`src/rtl/crc_stream_engine.sv`:
```
// Streaming CRC generator/checker: byte-keep beats are folded into a CRC_W-bit LFSR
// register, and the final CRC plus a residue-match flag are held until accepted.
module crc_stream_engine #(
  parameter int          CRC_W   = 8,
  parameter logic [31:0] POLY    = 32'h07,
  parameter logic [31:0] INIT    = 32'h00,
  parameter logic [31:0] XOROUT  = 32'h00,
  parameter bit          REFIN   = 1'b0,
  parameter bit          REFOUT  = 1'b0,
  parameter logic [31:0] RESIDUE = 32'h00,
  parameter int          DATA_W  = 8
) (
  input  logic                clk_i,
  input  logic                rst_i,
  input  logic                clr_i,
  input  logic                s_valid_i,
  output logic                s_ready_o,
  input  logic [DATA_W-1:0]   s_data_i,
  input  logic [DATA_W/8-1:0] s_keep_i,
  input  logic                s_last_i,
  output logic                crc_valid_o,
  input  logic                crc_ready_i,
  output logic [CRC_W-1:0]    crc_o,
  output logic                crc_ok_o,
  output logic                busy_o
);
  localparam int NL = DATA_W / 8;
  localparam logic [CRC_W-1:0] POLY_C    = POLY[CRC_W-1:0];
  localparam logic [CRC_W-1:0] INIT_C    = INIT[CRC_W-1:0];
  localparam logic [CRC_W-1:0] XOROUT_C  = XOROUT[CRC_W-1:0];
  localparam logic [CRC_W-1:0] RESIDUE_C = RESIDUE[CRC_W-1:0];
  localparam logic [NL-1:0]    KEEP_ONE  = NL'(1);

  typedef enum logic [1:0] {IDLE, ACC, DONE} state_t;

  state_t           state_q, state_d;
  logic [CRC_W-1:0] reg_q, reg_d;
  logic [CRC_W-1:0] crc_q, crc_d;
  logic             ok_q, ok_d;
  logic [CRC_W-1:0] base;
  logic [CRC_W-1:0] beat_crc;
  logic [CRC_W-1:0] final_crc;
  logic             accept;

  // Eight serial LFSR steps; REFIN selects which end of the byte enters first.
  function automatic logic [CRC_W-1:0] byte_step(input logic [CRC_W-1:0] r, input logic [7:0] b);
    logic [CRC_W-1:0] c;
    logic             fb;
    c = r;
    for (int i = 0; i < 8; i++) begin
      fb = c[CRC_W-1] ^ (REFIN ? b[i] : b[7-i]);
      c  = c << 1;
      if (fb) c = c ^ POLY_C;
    end
    return c;
  endfunction

  function automatic logic [CRC_W-1:0] bit_rev(input logic [CRC_W-1:0] r);
    logic [CRC_W-1:0] o;
    for (int i = 0; i < CRC_W; i++) o[i] = r[CRC_W-1-i];
    return o;
  endfunction

  function automatic logic keep_contiguous(input logic [NL-1:0] k);
    return ((k & (k + KEEP_ONE)) == '0);
  endfunction

  assign crc_valid_o = (state_q == DONE);
  assign busy_o      = (state_q == ACC);
  assign crc_o       = crc_q;
  assign crc_ok_o    = ok_q;
  assign s_ready_o   = !rst_i && (!crc_valid_o || crc_ready_i);
  assign accept      = s_valid_i && s_ready_o;

  // A beat that opens a frame starts from INIT, never from a stale register.
  assign base = (state_q == ACC) ? reg_q : INIT_C;

  always_comb begin
    beat_crc = base;
    for (int i = 0; i < NL; i++) begin
      if (s_keep_i[i]) beat_crc = byte_step(beat_crc, s_data_i[8*i +: 8]);
    end
  end

  assign final_crc = (REFOUT ? bit_rev(beat_crc) : beat_crc) ^ XOROUT_C;

  always_comb begin
    state_d = state_q;
    reg_d   = reg_q;
    crc_d   = crc_q;
    ok_d    = ok_q;
    if (clr_i) begin
      state_d = IDLE;
      reg_d   = INIT_C;
    end else begin
      if (state_q == DONE && crc_ready_i) state_d = IDLE;
      if (accept) begin
        reg_d = beat_crc;
        if (s_last_i) begin
          state_d = DONE;
          crc_d   = final_crc;
          ok_d    = (beat_crc == RESIDUE_C);
        end else begin
          state_d = ACC;
        end
      end
    end
  end

  always_ff @(posedge clk_i or posedge rst_i) begin
    if (rst_i) begin
      state_q <= IDLE;
      reg_q   <= INIT_C;
      crc_q   <= '0;
      ok_q    <= 1'b0;
    end else begin
      state_q <= state_d;
      reg_q   <= reg_d;
      crc_q   <= crc_d;
      ok_q    <= ok_d;
    end
  end

  a_keep_contiguous: assert property (@(posedge clk_i) disable iff (rst_i)
    (accept && !clr_i) |-> keep_contiguous(s_keep_i));

endmodule

```
`config.mk`:
```
export PLATFORM = sky130hd
export DESIGN_NAME = crc_stream_engine
export DESIGN_NICKNAME = d
export VERILOG_FILES = /design/src/rtl/crc_stream_engine.sv
export SDC_FILE = /design/constraint.sdc
export NUM_CORES = 1
export LEC_CHECK = 0
export ABC_AREA = 1
export ABC_CLOCK_PERIOD_IN_PS = 1500
export CORE_MARGIN = 2
export CORE_UTILIZATION = 47
export DETAILED_ROUTE_END_ITERATION = 10
export PLACE_DENSITY = 0.74
export SYNTH_ARGS = -nofsm -noshare
export SYNTH_HDL_FRONTEND = slang
export SYNTH_SLANG_ARGS = --single-unit
export TNS_END_PERCENT = 5
```
`constraint.sdc`:
```
create_clock -name clk_i -period 1.5 [get_ports clk_i]
set_input_delay 0.375 -clock clk_i [delete_from_list [all_inputs] [get_ports clk_i]]
set_output_delay 0.375 -clock clk_i [all_outputs]
set_load 0.03 [all_outputs]
```
After elaboration in Yosys (flattened, before gate mapping)
Index checks and enable logic that the tools add are counted.
Word-level totals
  bits of input ports: 15
  bits in latches: 0
  memory bits (writable): 0
  output and inout bits: 12
  register bits after elaboration: 19
  word-level logic and storage cells: 56
  memories kept: 0
  bits in read-only memories: 0
Cells by class
  shift-type cells: 0
  multiply operators: 0
  bitwise gates (word level): 17
  reductions and logical operators: 10
  equal/unequal tests: 2
  muxes and demuxes: 23
  magnitude comparators: 0
  div/mod/pow operators: 0
  $add $sub $neg: 0
Operator list (number)
  two-way mux 8 bit: 11
  two-way mux 3 bit: 8
  NOT 3 bit: 8
  logical NOT 8 bit: 1
  two-way mux 2 bit: 4
  bitwise XOR 1 bit: 8
  logical AND 1 bit: 3
  AND reduction 3 bit: 1
  nonzero test 3 bit: 1
  equality test 2 x 1 -> 1 bit (second input constant): 1
  equality test 2 bit (second input constant): 1
  logical NOT 1 bit: 2
  nonzero test 2 bit: 1
  logical OR 1 bit: 1
  NOT 1 bit: 1

Depth between registers and ports, before layout
Gate-level depths: netlist (run 1).
  depth in word-level cells: 28
  mapped depth: 15
  gate-level depth less buffers: 13

Worst setup path after synthesis (run 1)
OpenSTA, ideal clock, no wires.
  kind: input-to-reg
  start point: input rst_i
  end point: register crc_q[0] (netlist: crc_o[0])
  path buffers: 1
  setup time: 0.126 ns
  slack: -0.442 ns
  stages: 11
  data arrival time: 1.815 ns
  data required time: 1.374 ns
  cell sequence: inv_1 nand2_1 inv_2 nand2_2 nor2_4 inv_2 nor2_2 inv_2 buf_4 nand2_1 o21ai_0
Between the ends
  cells in the longest elaborated chain, start to end: 4
RTL lines
  from (decl): RTL line 14  | input logic rst_i,
  logical NOT 1 bit (no line)
  logical AND 1 bit: RTL line 72  | assign s_ready_o = !rst_i && (!crc_valid_o || crc_ready_i);
  named net s_ready_o: RTL line 17  | output logic s_ready_o,
  logical AND 1 bit: RTL line 73  | assign accept = s_valid_i && s_ready_o;
  AND reduction 3 bit (no line)
  to (signal assigned): RTL line 119  | crc_q <= crc_d;
  to (decl): RTL line 38  | logic [CRC_W-1:0] crc_q, crc_d;
The timed path passes the listed nets, and every way through them passes these cells.
A chain may end at the register's enable or synchronous reset.

Worst setup path after layout (run 1)
  start point: register state_q[1]
  end point: register crc_q[1] (netlist: crc_o[1])
Between the ends
  cells in the longest elaborated chain, start to end: 16
  elaborated cells on any way between the ends: 27
  classes of those cells: eq/ne: 2; mux: 13; bitwise: 7; reduce/logical: 5
RTL lines
  from (decl): RTL line 36  | state_t state_q, state_d;
  from (signal assigned): RTL line 117  | state_q <= state_d;
  equality test 2 x 1 -> 1 bit: RTL line 76  | assign base = (state_q == ACC) ? reg_q : INIT_C;
  two-way mux 8 bit: RTL line 76
  bitwise XOR 1 bit or NOT 3 bit (tied branches)
  two-way mux 3 bit: RTL line 53  | if (fb) c = c ^ POLY_C;
  two-way mux 8 bit: RTL line 81  | if (s_keep_i[i]) beat_crc = byte_step(beat_crc, s_data_i[8*i +: 8]);
  two-way mux 8 bit or NOT 3 bit (tied branches)
  two-way mux 8 bit or two-way mux 3 bit (tied branches): RTL line 81, 53
  two-way mux 8 bit (3 in series): RTL line 81
  bitwise XOR 1 bit or two-way mux 8 bit (tied branches): RTL line 51, 81
  two-way mux 3 bit or two-way mux 8 bit (tied branches): RTL line 53, 81
  two-way mux 8 bit: RTL line 81
  NOT 3 bit (no line) or bitwise XOR 1 bit (tied branches)
  two-way mux 3 bit: RTL line 53
  two-way mux 8 bit: RTL line 81
Parallel ways exist; a longest one is shown, timed or not. The select of a mux whose other input is x is not followed.

==> results.sh, run 1 <==
export IMPL_syn_nets=224
export IMPL_hold_class="in2async"
export IMPL_start_util=0.481
export IMPL_failed_checks="setup timing"
export IMPL_die_h_um=59.2
export IMPL_grt_total_usage=0.234
export IMPL_crit_path_start_kind="register"
export IMPL_drv_slew=0
export IMPL_worstSkewPairLatency_ns=0.29
export IMPL_synth_warnings=0
export IMPL_final_common_cell="nand2_1"
export IMPL_place_gp_congestion=0.827
export IMPL_die_w_um=59.2
export IMPL_grt_pass1_wl_um=6350
export IMPL_place_ws_ns=-0.441
export IMPL_syn_to_final_growth_pct=69.2
export IMPL_ys_types=22
export IMPL_r2r_start="state_q[1]$_DFFE_PP0P_"
export IMPL_drt_iter0_markers=144
export IMPL_cts_path_max_buffers=2
export IMPL_synthTopCellsByArea="dfrtp_1 (33%), nand2_1 (21%), nand3_1 (11%)"
export IMPL_async_flop_share=1.00
export IMPL_clk_pin_slew_ns=0.10
export IMPL_grt_max_degree=20
export IMPL_critPathRequiredTime_ns=1.73
export IMPL_fin_nets=294
export IMPL_slew_headroom=0.801
export IMPL_hold_viol=0
export IMPL_power_leakage_nw=1.22
export IMPL_worst_ep_arrival_time_ns=2.08
export IMPL_fin_skew_ns=0.00250
export IMPL_synth_flop_cell="dfrtp_1"
export IMPL_htreeDepth=1
export IMPL_synth_edf_count=0
export IMPL_synth_top_cell_area_share=0.332
export IMPL_fin_crit_sh=1.24
export IMPL_numCtsBuffers=3
export IMPL_ir_drop_v=0.000720
export IMPL_layout_min_cycle_time_ns=1.86
export IMPL_grt_overflow_total=0
export IMPL_tightest_slew_ns=0.297
export IMPL_status="finished, violations left"
export IMPL_p_per_area_mw_per_mm2=637
export IMPL_utilization=0.814
export IMPL_drive_above_1_share=0.529
export IMPL_diodes=0
export IMPL_critical_path_class="reg2reg"
export IMPL_placed_cells=294
export IMPL_netlist_area_sq_mm=0.00143
export IMPL_rrSetupSlack_ns=-0.36
export IMPL_seqCellArea_sq_um=475
export IMPL_synth_avg_cell_area_sq_um=6.85
export IMPL_rows=20
export IMPL_yosys_area_top_type="dfrtp_1"
export IMPL_post_drt_wl_per_cell_um=15.7
export IMPL_io_pin_count=27
export IMPL_rsz0062_at_grt="true"
export IMPL_power_mw=1.54
export IMPL_core_area_sq_mm=0.00298
export IMPL_multi_input_area_sq_mm=0.00112
export IMPL_ant_nets=0
export IMPL_ys_seq_area_frac=0.332
export IMPL_ys_ff_latch=19
export IMPL_dp_hpwl_um=2890
export IMPL_setup_ws_ns=-0.357
export IMPL_rr_endpoint="crc_o[1]$_DFFE_PP0P_"
export IMPL_cp_max_fo=4
export IMPL_antenna_found_initial=0
export IMPL_num_vias=1725
export IMPL_hold_ws_ns=0.483
export IMPL_firstDrtPassIters=4
export IMPL_drt_wl_total_um=4880
export IMPL_cts_tree="built"
export IMPL_cts_root_buf="clkbuf_4"
export IMPL_timing_fmax_mhz=539
export IMPL_setup_viol=20
export IMPL_drc=0
export IMPL_endpoint_kind="register"
export IMPL_reg2reg_depth=12
export IMPL_maxCapViolCount=0
export IMPL_routed_via_density=5.55
export IMPL_fin_cells=311
export IMPL_numPortBuffers=26
export IMPL_netlist_instances=209
export IMPL_die_area_sq_mm=0.00351
export IMPL_most_common_layout_cells="nand2_1 (47), nand2_2 (36), buf_4 (32)"
export IMPL_grt_pass1_vias=1502
export IMPL_fillCellCount=202
export IMPL_clock_sinks=19
through the flow:
step	instance area, sq um	TNS [ns]
global placement	1950	-6.14
CTS	2070	-3.08
detailed placement	1950	-6.75
global route	2420	-6.97
finish	2420	-5.20
floorplan	1450	-1.48
cell families (layout without fill, tap and decap cells):
family | after synthesis | in the layout | share of synthesized area
AND/OR/NAND/NOR | 143 | 143 | 0.496
buffers and inverters | 27 | 96 | 0.0952
AO/OA/AOI/OAI | 20 | 20 | 0.0769
flip-flops | 19 | 19 | 0.332
final cells by class:
class                           count  area share
Multi-Input combinational cell    163       0.464
Tap cell                           33      0.0170
Timing Repair Buffer               71       0.275
Sequential cell                    19       0.196
Inverter                           21      0.0372
Clock buffer                        4      0.0108
critical path, stage by stage, from the launching register on:
cell and delay [ns]:
dfrtp_1 0.44, buf_6 0.14, nor2_4 0.19, nand3b_1 0.17, nand2_1 0.15, nand2_2 0.12, nand2_4 0.10, inv_1 0.05
nand2_1 0.08, nand3_2 0.07, nand2_2 0.09, nand2_2 0.07, o21ai_2 0.13
how the worst max path moves through the flow:
stage,startpoint,end,depth (start not counted)
6_report,state_q[1]$_DFFE_PP0P_,crc_o[1]$_DFFE_PP0P_,12
5_1_grt,state_q[1]$_DFFE_PP0P_,crc_o[1]$_DFFE_PP0P_,12
4_1_cts,state_q[1]$_DFFE_PP0P_,crc_o[1]$_DFFE_PP0P_,13
3_5_place_dp,s_data_i[7],crc_ok_o$_DFFE_PP0P_,13
3_3_place_gp,s_data_i[6],crc_ok_o$_DFFE_PP0P_,13
2_1_floorplan,rst_i,crc_o[0]$_DFFE_PP0P_,11
flip-flops by register name (all words and copies together), names as in the netlist:
register / cells
crc_o: 8
crc_ok_o: 1
reg_q: 8
state_q: 2
metal layers:
metal	share of wire	routed length (um)	vias up	track usage
li1	-	-	827	-
met2	0.51	2500	48	0.424
met5	0	0	-	0
met3	0.042	205	10	0.0131
met1	0.43	2110	840	0.305
met4	0.012	57	0	0.0519
repair_timing:
action                                  4_1_cts  5_1_grt
endpoints found under the setup margin       30       22
pin swaps                                    11       34
gates resized for setup                      32       76
hold buffers                                  0        0
endpoints found under the hold margin         0        0
setup buffers                                 3       10
cell usage after synthesis (3+ instances only):
master / number
o21ai_1: 7
inv_2: 5
nand3_1: 32
buf_6: 4
inv_1: 16
o21ai_0: 9
dfrtp_1: 19
nand4_2: 3
nand4_1: 4
nand2_2: 7
nand3_2: 9
nand2_1: 81
where the power goes:
part           internal [mW]  switching (mW)  leakage (nW)
Sequential             0.566          0.0421         0.253
Clock                  0.103           0.150        0.0150
Combinational          0.278           0.404         0.949
Power figures use the tool's default switching activity.
==> run 2, diff against run 1 <==
--- a/config.mk
+++ b/config.mk
@@ -7,7 +7,7 @@
 export LEC_CHECK = 0
 export ABC_AREA = 1
 export ABC_CLOCK_PERIOD_IN_PS = 1500
-export CORE_MARGIN = 2
+export CORE_MARGIN = 10
 export CORE_UTILIZATION = 47
 export DETAILED_ROUTE_END_ITERATION = 10
 export PLACE_DENSITY = 0.74
==> run 2 against run 1 <==
- the flow still finishes with violations (setup timing)
- clock power shrank 6%
- register-to-register slack gained 0.05 ns
- via count shrank 3.8%
==> results.sh, run 2 (synthesis results as in run 1) <==
export IMPL_critical_path_max_stage_delay_ns=0.43
export IMPL_die_area_sq_mm=0.00566
export IMPL_drive_above_1_share=0.422
export IMPL_drc=0
export IMPL_rsz0062_at_grt="true"
export IMPL_rrSetupSlack_ns=-0.31
export IMPL_critical_path_class="reg2reg"
export IMPL_reg2reg_depth=14
export IMPL_core_area_sq_mm=0.00283
export IMPL_numCtsBuffers=3
export IMPL_rr_endpoint="crc_ok_o$_DFFE_PP0P_"
export IMPL_placed_cells=294
export IMPL_worst_ep_arrival_time_ns=1.99
export IMPL_die_w_um=75.2
export IMPL_htreeDepth=1
export IMPL_antenna_found_initial=0
export IMPL_r2r_start="state_q[1]$_DFFE_PP0P_"
export IMPL_crit_path_start_kind="register"
export IMPL_fin_skew_ns=0.00245
export IMPL_io_pin_count=27
export IMPL_grt_max_degree=20
export IMPL_fin_cells=306
export IMPL_hold_class="in2async"
export IMPL_drt_wl_total_um=4360
export IMPL_p_int_mw=0.920
export IMPL_finalSetupTns_ns=-4.44
export IMPL_numPortBuffers=26
export IMPL_syn_to_final_growth_pct=55.5
export IMPL_diodes=0
export IMPL_rows=19
export IMPL_hold_viol=0
export IMPL_clock_sinks=19
export IMPL_routed_via_density=5.42
export IMPL_dp_hpwl_um=3080
export IMPL_status="finished, violations left"
export IMPL_layout_min_cycle_time_ns=1.81
export IMPL_failed_checks="setup timing"
export IMPL_slew_headroom=0.785
export IMPL_num_vias=1659
export IMPL_grt_total_usage=0.148
export IMPL_maxCapViolCount=0
export IMPL_cts_path_max_buffers=2
export IMPL_cp_slowest_cell="dfrtp_1"
export IMPL_place_gp_congestion=0.833
export IMPL_setup_viol=20
export IMPL_path_cells="buf_6 > nor2_4 > buf_6 > nand3_2 > nand2_4 > nand2_2 > nand3_4 > nand2_4 > nand2_2 > nand3_2 > nand2_2 > nor2_1 > nand3_1 > nand2_1"
export IMPL_setup_ws_ns=-0.307
export IMPL_p_sw_mw=0.538
export IMPL_cts_root_buf="clkbuf_4"
export IMPL_drt_iter0_markers=161
export IMPL_ir_drop_v=0.000750
export IMPL_grt_overflow_total=0
export IMPL_power_frac_clock=0.163
export IMPL_cts_tree="built"
export IMPL_grt_pass1_vias=1529
export IMPL_cpMostUsedCell="nand2_2"
export IMPL_hold_buffers=0
export IMPL_timing_fmax_mhz=554
export IMPL_firstDrtPassIters=4
export IMPL_clk_pin_slew_ns=0.09
export IMPL_die_h_um=75.2
export IMPL_tightest_slew_ns=0.324
export IMPL_ant_nets=0
export IMPL_combPwrFrac=0.423
export IMPL_fillCellCount=195
export IMPL_pwr_share_seq=0.414
export IMPL_drv_slew=0
export IMPL_most_common_layout_cells="nand2_1 (56), buf_4 (34), nand2_2 (27)"
export IMPL_grt_pass1_wl_um=6730
export IMPL_worstSkewPairLatency_ns=0.28
export IMPL_cp_max_fo=5
export IMPL_fin_crit_sh=1.20
export IMPL_switching_share=0.369
export IMPL_power_leakage_nw=1.16
export IMPL_critPathRequiredTime_ns=1.68
export IMPL_post_drt_wl_per_cell_um=14.2
export IMPL_fin_nets=291
export IMPL_utilization=0.787
export IMPL_final_common_cell="nand2_1"
export IMPL_p_per_area_mw_per_mm2=654
export IMPL_start_util=0.506
export IMPL_endpoint_kind="register"
run 2: power groups by stage:
stage	logic, mW	registers, mW	clock network (mW)
5_1_grt	0.664	0.611	0.276
2_1_floorplan	0.228	0.697	0
4_1_cts	0.555	0.603	0.248
3_3_place_gp	0.547	0.613	0
3_5_place_dp	0.552	0.614	0
6_report	0.617	0.603	0.237
run 2: final cells by class:
cell class	count	area, sq um	area share
well taps	31	38.8	0.0174
flip-flops and latches	19	475	0.213
multi-input cells	163	997	0.448
clock buffers	4	26.3	0.0118
inverters	21	90.1	0.0404
repair buffers	68	599	0.269
run 2: worst max-delay path: cells and delay by family (launching register included):
family | cells | cell delay (ns)
buffers and inverters | 2 | 0.28
flip-flops | 1 | 0.43
AND/OR/NAND/NOR | 12 | 1.00
run 2: worst max-delay path by stage:
stage	from	end	slack [ns]	cells past startpoint
2_1_floorplan	rst_i	crc_o[0]$_DFFE_PP0P_	-0.18	11
3_3_place_gp	s_data_i[6]	crc_o[1]$_DFFE_PP0P_	-0.40	12
3_5_place_dp	s_data_i[6]	crc_ok_o$_DFFE_PP0P_	-0.47	13
4_1_cts	state_q[1]$_DFFE_PP0P_	crc_o[1]$_DFFE_PP0P_	-0.27	13
5_1_grt	state_q[1]$_DFFE_PP0P_	crc_ok_o$_DFFE_PP0P_	-0.38	13
6_report	state_q[1]$_DFFE_PP0P_	crc_ok_o$_DFFE_PP0P_	-0.31	14
run 2: routing by layer:
layer / GRT usage / vias up / part of all wire
li1: - / 823 / -
met1: 0.186 / 755 / 0.43
met2: 0.249 / 67 / 0.48
met3: 0.0210 / 14 / 0.068
met4: 0.0577 / 0 / 0.020
met5: 0 / - / 0
run 2: metrics by stage:
| step | total power [mW] | worst slack [ns] | instance area [sq um] | hold slack, ns |
|---|---|---|---|---|
| 6_report | 1.46 | -0.307 | 2230 | 0.483 |
| 5_1_grt | 1.55 | -0.382 | 2230 | 0.483 |
| 4_1_cts | 1.41 | -0.268 | 2060 | 0.473 |
| 3_5_place_dp | 1.17 | -0.468 | 1940 | 0.476 |
| 3_3_place_gp | 1.16 | -0.405 | 1940 | 0.478 |
| 2_1_floorplan | 0.925 | -0.175 | 1450 | 0.226 |
run 2: what timing repair did:
item	CTS	global route
cloned	0	0
resized for setup	30	46
setup endpoints to repair	31	23
pin swaps	9	16
setup buffers	6	3
